**src/rtl/stopwatch_counter_if.sv**
```systemverilog
// Control levels from the stopwatch fsm and the counter outputs feeding the display driver.
// The counter is the slave; the fsm/display side (or a bench) is the master.
interface stopwatch_counter_if;
    logic       one_run_push;
    logic       ten_run_push;
    logic       pause_push;
    logic       clear_push;
    logic       step;
    logic [3:0] sec_ones;
    logic [3:0] sec_tens;
    logic [3:0] min_ones;
    logic [3:0] min_tens;
    logic       running;
    logic       wrap;

    modport master (
        output one_run_push, ten_run_push, pause_push, clear_push,
        input  step, sec_ones, sec_tens, min_ones, min_tens, running, wrap
    );

    modport slave (
        input  one_run_push, ten_run_push, pause_push, clear_push,
        output step, sec_ones, sec_tens, min_ones, min_tens, running, wrap
    );
endinterface

```
**src/rtl/stopwatch_counter.sv**
```systemverilog
// MM:SS BCD stopwatch counter with a shared prescaler for 1x and 10x count rates.
// Mode levels are prioritised clear > pause > ten > one > idle on every rising edge.
module stopwatch_counter #(
    parameter  int CLK_DIV = 100,
    localparam int PRE_W   = $clog2(CLK_DIV)
) (
    input  logic               clk,
    input  logic               n_rst,
    stopwatch_counter_if.slave bus
);
    typedef enum logic [2:0] {
        MODE_IDLE,
        MODE_ONE,
        MODE_TEN,
        MODE_PAUSE,
        MODE_CLEAR
    } mode_e;

    localparam logic [PRE_W-1:0] LIM_1X_M1  = PRE_W'(CLK_DIV - 1);
    localparam logic [PRE_W-1:0] LIM_10X_M1 = PRE_W'(CLK_DIV / 10 - 1);

    logic [PRE_W-1:0] r_pre;
    logic [3:0]       r_sec_ones, r_sec_tens, r_min_ones, r_min_tens;
    logic             r_step, r_running, r_wrap;

    mode_e            w_mode;
    logic [PRE_W-1:0] w_limit_m1;
    logic             w_hit;
    logic [3:0]       w_sec_ones, w_sec_tens, w_min_ones, w_min_tens;
    logic             w_rollover;

    // NOTE: every signal gets a default at the top of the block so no path leaves it unassigned (no latch).
    always_comb begin
        w_mode = MODE_IDLE;
        if (bus.clear_push)        w_mode = MODE_CLEAR;
        else if (bus.pause_push)   w_mode = MODE_PAUSE;
        else if (bus.ten_run_push) w_mode = MODE_TEN;
        else if (bus.one_run_push) w_mode = MODE_ONE;

        w_limit_m1 = (w_mode == MODE_TEN) ? LIM_10X_M1 : LIM_1X_M1;
        // >= rather than == so a 1x->10x switch mid-interval steps on the next edge.
        w_hit      = (r_pre >= w_limit_m1);
    end

    // Next count value: ripple carry through the four BCD digits.
    always_comb begin
        w_sec_ones = r_sec_ones;
        w_sec_tens = r_sec_tens;
        w_min_ones = r_min_ones;
        w_min_tens = r_min_tens;
        w_rollover = 1'b0;
        if (r_sec_ones != 4'd9) begin
            w_sec_ones = r_sec_ones + 4'd1;
        end else begin
            w_sec_ones = 4'd0;
            if (r_sec_tens != 4'd5) begin
                w_sec_tens = r_sec_tens + 4'd1;
            end else begin
                w_sec_tens = 4'd0;
                if (r_min_ones != 4'd9) begin
                    w_min_ones = r_min_ones + 4'd1;
                end else begin
                    w_min_ones = 4'd0;
                    if (r_min_tens != 4'd9) begin
                        w_min_tens = r_min_tens + 4'd1;
                    end else begin
                        w_min_tens = 4'd0;
                        w_rollover = 1'b1;
                    end
                end
            end
        end
    end

    // NOTE: state registers use non-blocking assignments so every flop samples pre-edge values.
    always_ff @(posedge clk or negedge n_rst) begin
        if (!n_rst) begin
            r_pre      <= '0;
            r_sec_ones <= 4'd0;
            r_sec_tens <= 4'd0;
            r_min_ones <= 4'd0;
            r_min_tens <= 4'd0;
            r_step     <= 1'b0;
            r_running  <= 1'b0;
            r_wrap     <= 1'b0;
        end else begin
            r_step    <= 1'b0;
            r_running <= (w_mode == MODE_ONE) || (w_mode == MODE_TEN);
            case (w_mode)
                MODE_CLEAR: begin
                    r_pre      <= '0;
                    r_sec_ones <= 4'd0;
                    r_sec_tens <= 4'd0;
                    r_min_ones <= 4'd0;
                    r_min_tens <= 4'd0;
                    r_wrap     <= 1'b0;
                end
                MODE_ONE, MODE_TEN: begin
                    if (w_hit) begin
                        r_pre      <= '0;
                        r_step     <= 1'b1;
                        r_sec_ones <= w_sec_ones;
                        r_sec_tens <= w_sec_tens;
                        r_min_ones <= w_min_ones;
                        r_min_tens <= w_min_tens;
                        if (w_rollover) r_wrap <= 1'b1;
                    end else begin
                        r_pre <= r_pre + 1'b1;
                    end
                end
                default: begin
                end
            endcase
        end
    end

    assign bus.step     = r_step;
    assign bus.sec_ones = r_sec_ones;
    assign bus.sec_tens = r_sec_tens;
    assign bus.min_ones = r_min_ones;
    assign bus.min_tens = r_min_tens;
    assign bus.running  = r_running;
    assign bus.wrap     = r_wrap;
endmodule
```
**src/flat_wrapper.sv**
```systemverilog
// flat-port wrapper written by rule: the top's interface ports become plain ports
module stopwatch_counter_flat 
#(
    parameter  int CLK_DIV = 100,
    localparam int PRE_W   = $clog2(CLK_DIV)
)
  (clk, n_rst, bus_one_run_push, bus_ten_run_push, bus_pause_push, bus_clear_push, bus_step, bus_sec_ones, bus_sec_tens, bus_min_ones, bus_min_tens, bus_running, bus_wrap);
  stopwatch_counter_if bus_i ();
  input  logic clk;
  input  logic n_rst;
  input wire logic [$bits(bus_i.one_run_push)-1:0] bus_one_run_push;
  input wire logic [$bits(bus_i.ten_run_push)-1:0] bus_ten_run_push;
  input wire logic [$bits(bus_i.pause_push)-1:0] bus_pause_push;
  input wire logic [$bits(bus_i.clear_push)-1:0] bus_clear_push;
  output wire logic [$bits(bus_i.step)-1:0] bus_step;
  output wire logic [$bits(bus_i.sec_ones)-1:0] bus_sec_ones;
  output wire logic [$bits(bus_i.sec_tens)-1:0] bus_sec_tens;
  output wire logic [$bits(bus_i.min_ones)-1:0] bus_min_ones;
  output wire logic [$bits(bus_i.min_tens)-1:0] bus_min_tens;
  output wire logic [$bits(bus_i.running)-1:0] bus_running;
  output wire logic [$bits(bus_i.wrap)-1:0] bus_wrap;
  assign bus_i.one_run_push = bus_one_run_push;
  assign bus_i.ten_run_push = bus_ten_run_push;
  assign bus_i.pause_push = bus_pause_push;
  assign bus_i.clear_push = bus_clear_push;
  assign bus_step = bus_i.step;
  assign bus_sec_ones = bus_i.sec_ones;
  assign bus_sec_tens = bus_i.sec_tens;
  assign bus_min_ones = bus_i.min_ones;
  assign bus_min_tens = bus_i.min_tens;
  assign bus_running = bus_i.running;
  assign bus_wrap = bus_i.wrap;
  stopwatch_counter #(.CLK_DIV(CLK_DIV)) u_core (.clk(clk), .n_rst(n_rst), .bus(bus_i));
endmodule
```
**config.mk**
```make
export PLATFORM = sky130hd
export DESIGN_NAME = stopwatch_counter_flat
export DESIGN_NICKNAME = d
export VERILOG_FILES = /design/src/rtl/stopwatch_counter_if.sv /design/src/rtl/stopwatch_counter.sv /design/src/flat_wrapper.sv
export SDC_FILE = /design/constraint.sdc
export NUM_CORES = 1
export LEC_CHECK = 0
export BUFFER_PORTS_ARGS = -buffer_cell sky130_fd_sc_hd__buf_2
export CORE_UTILIZATION = 30
export CTS_CLUSTER_DIAMETER = 80
export DETAILED_ROUTE_END_ITERATION = 8
export GPL_ROUTABILITY_DRIVEN = 0
export SYNTH_ARGS = -nofsm -noshare
export SYNTH_HDL_FRONTEND = slang
export SYNTH_SLANG_ARGS = --single-unit
export TNS_END_PERCENT = 1
```
**constraint.sdc**
```tcl
create_clock -name clk -period 5.1 [get_ports clk]
set_clock_uncertainty 0.15 [all_clocks]
set_input_delay 0.51 -clock clk [delete_from_list [all_inputs] [get_ports clk]]
set_output_delay 0.51 -clock clk [all_outputs]
set_load 0.02 [all_outputs]
```
==> impl_metrics.json <==
{
  "syn_inst": 162,
  "ctsRootBufferMaster": "clkbuf_8",
  "netlist_area_sq_um": 1580,
  "core_sq_um": 5070,
  "nets": 209,
  "vias": 1293,
  "ctsHoldBuffers": 0,
  "pin_count": 25,
  "finalCriticalPeriod_ns": 2.44,
  "first_pass_iters": 4,
  "die_area_sq_um": 5550,
  "clkSinkCount": 26,
  "diodes": 0,
  "cts_buffers": 3,
  "finalPower_w": 0.000421,
  "critPathSlowestCell": "or2_2",
  "synthTopCellsByArea": "dfrtp_1, ha_1, nand3_1",
  "path_cells": "buf_2 > nor2_8 > nand2_1 > inv_1 > ha_1 > or2_2 > and3_1 > a31oi_2 > nor4b_1 > a31o_1",
  "rows": 26,
  "antenna_found_initial": 0,
  "synth_adder_area_share_pct": 10.3,
  "postCtsResizedCells": 0,
  "initial_utilization_pct": 31.1,
  "synth.distinct_cells": 45,
  "clock_power_share_pct": 41.3,
  "critical_path.max_fanout": 9,
  "path_clk_slew_ns": 0.10,
  "switchingPower_w": 0.0000960,
  "max_slew.worst_pin.slew_ns": 0.616,
  "grt_max_degree": 27,
  "setup_tns_ns": 0,
  "synth_top_family_by_area": "simple AND/OR/NAND/NOR gates",
  "synth.avg_cell_area_sq_um": 9.73,
  "drive_gt1_share_pct": 23.3,
  "slew_viol_final": 0,
  "syn_nets": 181,
  "fmax_mhz": 410,
  "critPathArrivalTime_ns": 2.47,
  "cp_top_family": "simple AND/OR/NAND/NOR gates",
  "irDropWorstVdd_mv": 0.121,
  "worstPathBufferInverterCount": 2,
  "finalHoldViolCount": 0,
  "synth_top_cell_area_share_pct": 41.3,
  "setup_viol": 0,
  "clock_latency_ns": 0.27,
  "ys_seq_elements": 26,
  "grt.overflow.total": 0,
  "drt_iter0_drc": 36,
  "cts_max_path_buffers": 2,
  "dp_hpwl_microns": 2560,
  "wl_per_cell_microns": 13.4,
  "slowest_delay_ns": 0.34,
  "p_seq_share_pct": 50.4,
  "ys_seq_area_share_pct": 41.3,
  "final_common_cell": "dfrtp_1",
  "drv_cap": 0,
  "synthSimpleGateAreaFrac_pct": 24.1,
  "grt_pass1_vias": 1222,
  "io_buffers": 24,
  "synth-compound-area-share_pct": 20.6,
  "muxShareOfSynthArea_pct": 0,
  "area_delta_synth_final_pct": 17.0,
  "p_int_w": 0.000325,
  "final_cell_mix": "dfrtp_1, buf_2, nand2_1",
  "cts_tree": "done",
  "synth_xor_area_share_pct": 1.11,
  "cts_post_setup_buffers_inserted": 0,
  "grtUsageTotal_pct": 14.0,
  "hold_class": "in2async",
  "finalWirelength_microns": 3460,
  "status": "completed",
  "cellPowerDensity_nw_per_um2": 228,
  "slew_headroom_pct": 58.9,
  "worstPathRequired_ns": 5.13,
  "p_leak_nw": 0.867,
  "start_kind": "input pin",
  "end_kind": "flip-flop",
  "swShare_pct": 22.8,
  "ant_nets": 0,
  "htreeDepth": 1,
  "synth_largest_area_cell": "dfrtp_1",
  "comb_power_share_pct": 8.3,
  "vias_per_cell": 4.99,
  "yosys_warnings": 0,
  "grt_setup_unrepaired": "false",
  "grt_pass1_wl_microns": 5900,
  "die_w_microns": 74.5,
  "critPathKind": "in2reg",
  "drc": 0,
  "die_h_microns": 74.5,
  "period_share_pct": 47.9
}
==> metal layers <==
layer	track usage, %	up-vias	wire (microns)
met4	2.52	0	23
met3	3.25	2	113
met1	20.0	616	1760
met5	0	-	0
met2	21.7	21	1560
li1	-	654	-
==> flip-flops by register name, indices dropped and copies added, names as in the netlist <==
register / cells
u_core.r_pre: 7
u_core.bus.running: 1
u_core.bus.sec_tens: 4
u_core.bus.min_ones: 4
u_core.bus.sec_ones: 4
u_core.bus.wrap: 1
u_core.bus.min_tens: 4
u_core.bus.step: 1
==> power groups by stage <==
stage / Clock, W / Sequential, W / Combinational (W)
after global placement: 0 / 0.000216 / 0.0000351
final: 0.000174 / 0.000212 / 0.0000350
after detailed placement: 0 / 0.000216 / 0.0000356
after global routing: 0.000187 / 0.000213 / 0.0000399
after CTS: 0.000178 / 0.000212 / 0.0000355
after floorplan: 0 / 0.000217 / 0.0000208
==> through the flow <==
step	setup WS [ns]	hold slack, ns	utilization (%)	cell area, sq um	std cells
after CTS	2.67	0.100	36.3	1840	259
after global routing	2.58	0.123	36.3	1840	259
final	2.66	0.0904	36.3	1840	259
after detailed placement	2.37	0.348	34.9	1770	255
after floorplan	2.64	0.0644	-	1580	162
after global placement	2.43	0.351	34.9	1770	255
==> synthesized netlist by cell type, drive strengths merged <==
cell type	number
a21o	4
nor2	9
a31oi	2
nand2	21
a21oi	5
o21ai	12
dfrtp	26
o21ba	1
or4	1
ha	13
nand4	2
a31o	2
or3	3
a32o	1
nor3b	2
or2	3
nor4b	1
o211ai	3
o32ai	1
o311ai	1
o22ai	2
nand3b	3
or4b	1
buf	1
inv	8
nor3	3
nand3	16
and3	2
o31ai	5
xnor2	2
a22o	1
a211oi	2
o41ai	1
nand2b	1
nor2b	1
==> worst paths after layout <==
path / start / to / slack, ns / depth (start not counted)
setup / recovery: bus_clear_push / u_core.bus.min_ones[2]$_DFFE_PN0P_ / 2.66 / 10
hold / removal: n_rst / u_core.bus.sec_ones[0]$_DFFE_PN0P_ / 0.09 / 1
setup reg to reg: u_core.r_pre[6]$_DFFE_PN0P_ / u_core.bus.min_ones[2]$_DFFE_PN0P_ / 2.92 / 6
hold reg to reg: u_core.bus.sec_tens[3]$_DFFE_PN0P_ / u_core.bus.sec_tens[3]$_DFFE_PN0P_ / 0.36 / 1
max in group asynchronous: n_rst / u_core.r_pre[2]$_DFFE_PN0P_ / 4.31 / 1
min in group clk: u_core.bus.sec_tens[3]$_DFFE_PN0P_ / u_core.bus.sec_tens[3]$_DFFE_PN0P_ / 0.36 / 1
==> cells by family (layout without fill, tap and decap cells) <==
family / count (synthesis) / after routing
simple gates: 69 / 69
compound gates: 43 / 43
flops: 26 / 26
fa+ha+maj: 13 / 13
buf+inv: 9 / 36
xor+xnor: 2 / 2
==> cell type report <==
| class | instances | area, sq um |
|---|---|---|
| fill | 539 | 3230 |
| timing repair buffer | 24 | 120 |
| clock inverter | 1 | 30.0 |
| multi-input combinational | 127 | 885 |
| tap | 70 | 87.6 |
| inverter | 8 | 30.0 |
| sequential | 26 | 651 |
| clock buffer | 3 | 41.3 |
(Power assumes the default switching activity.)
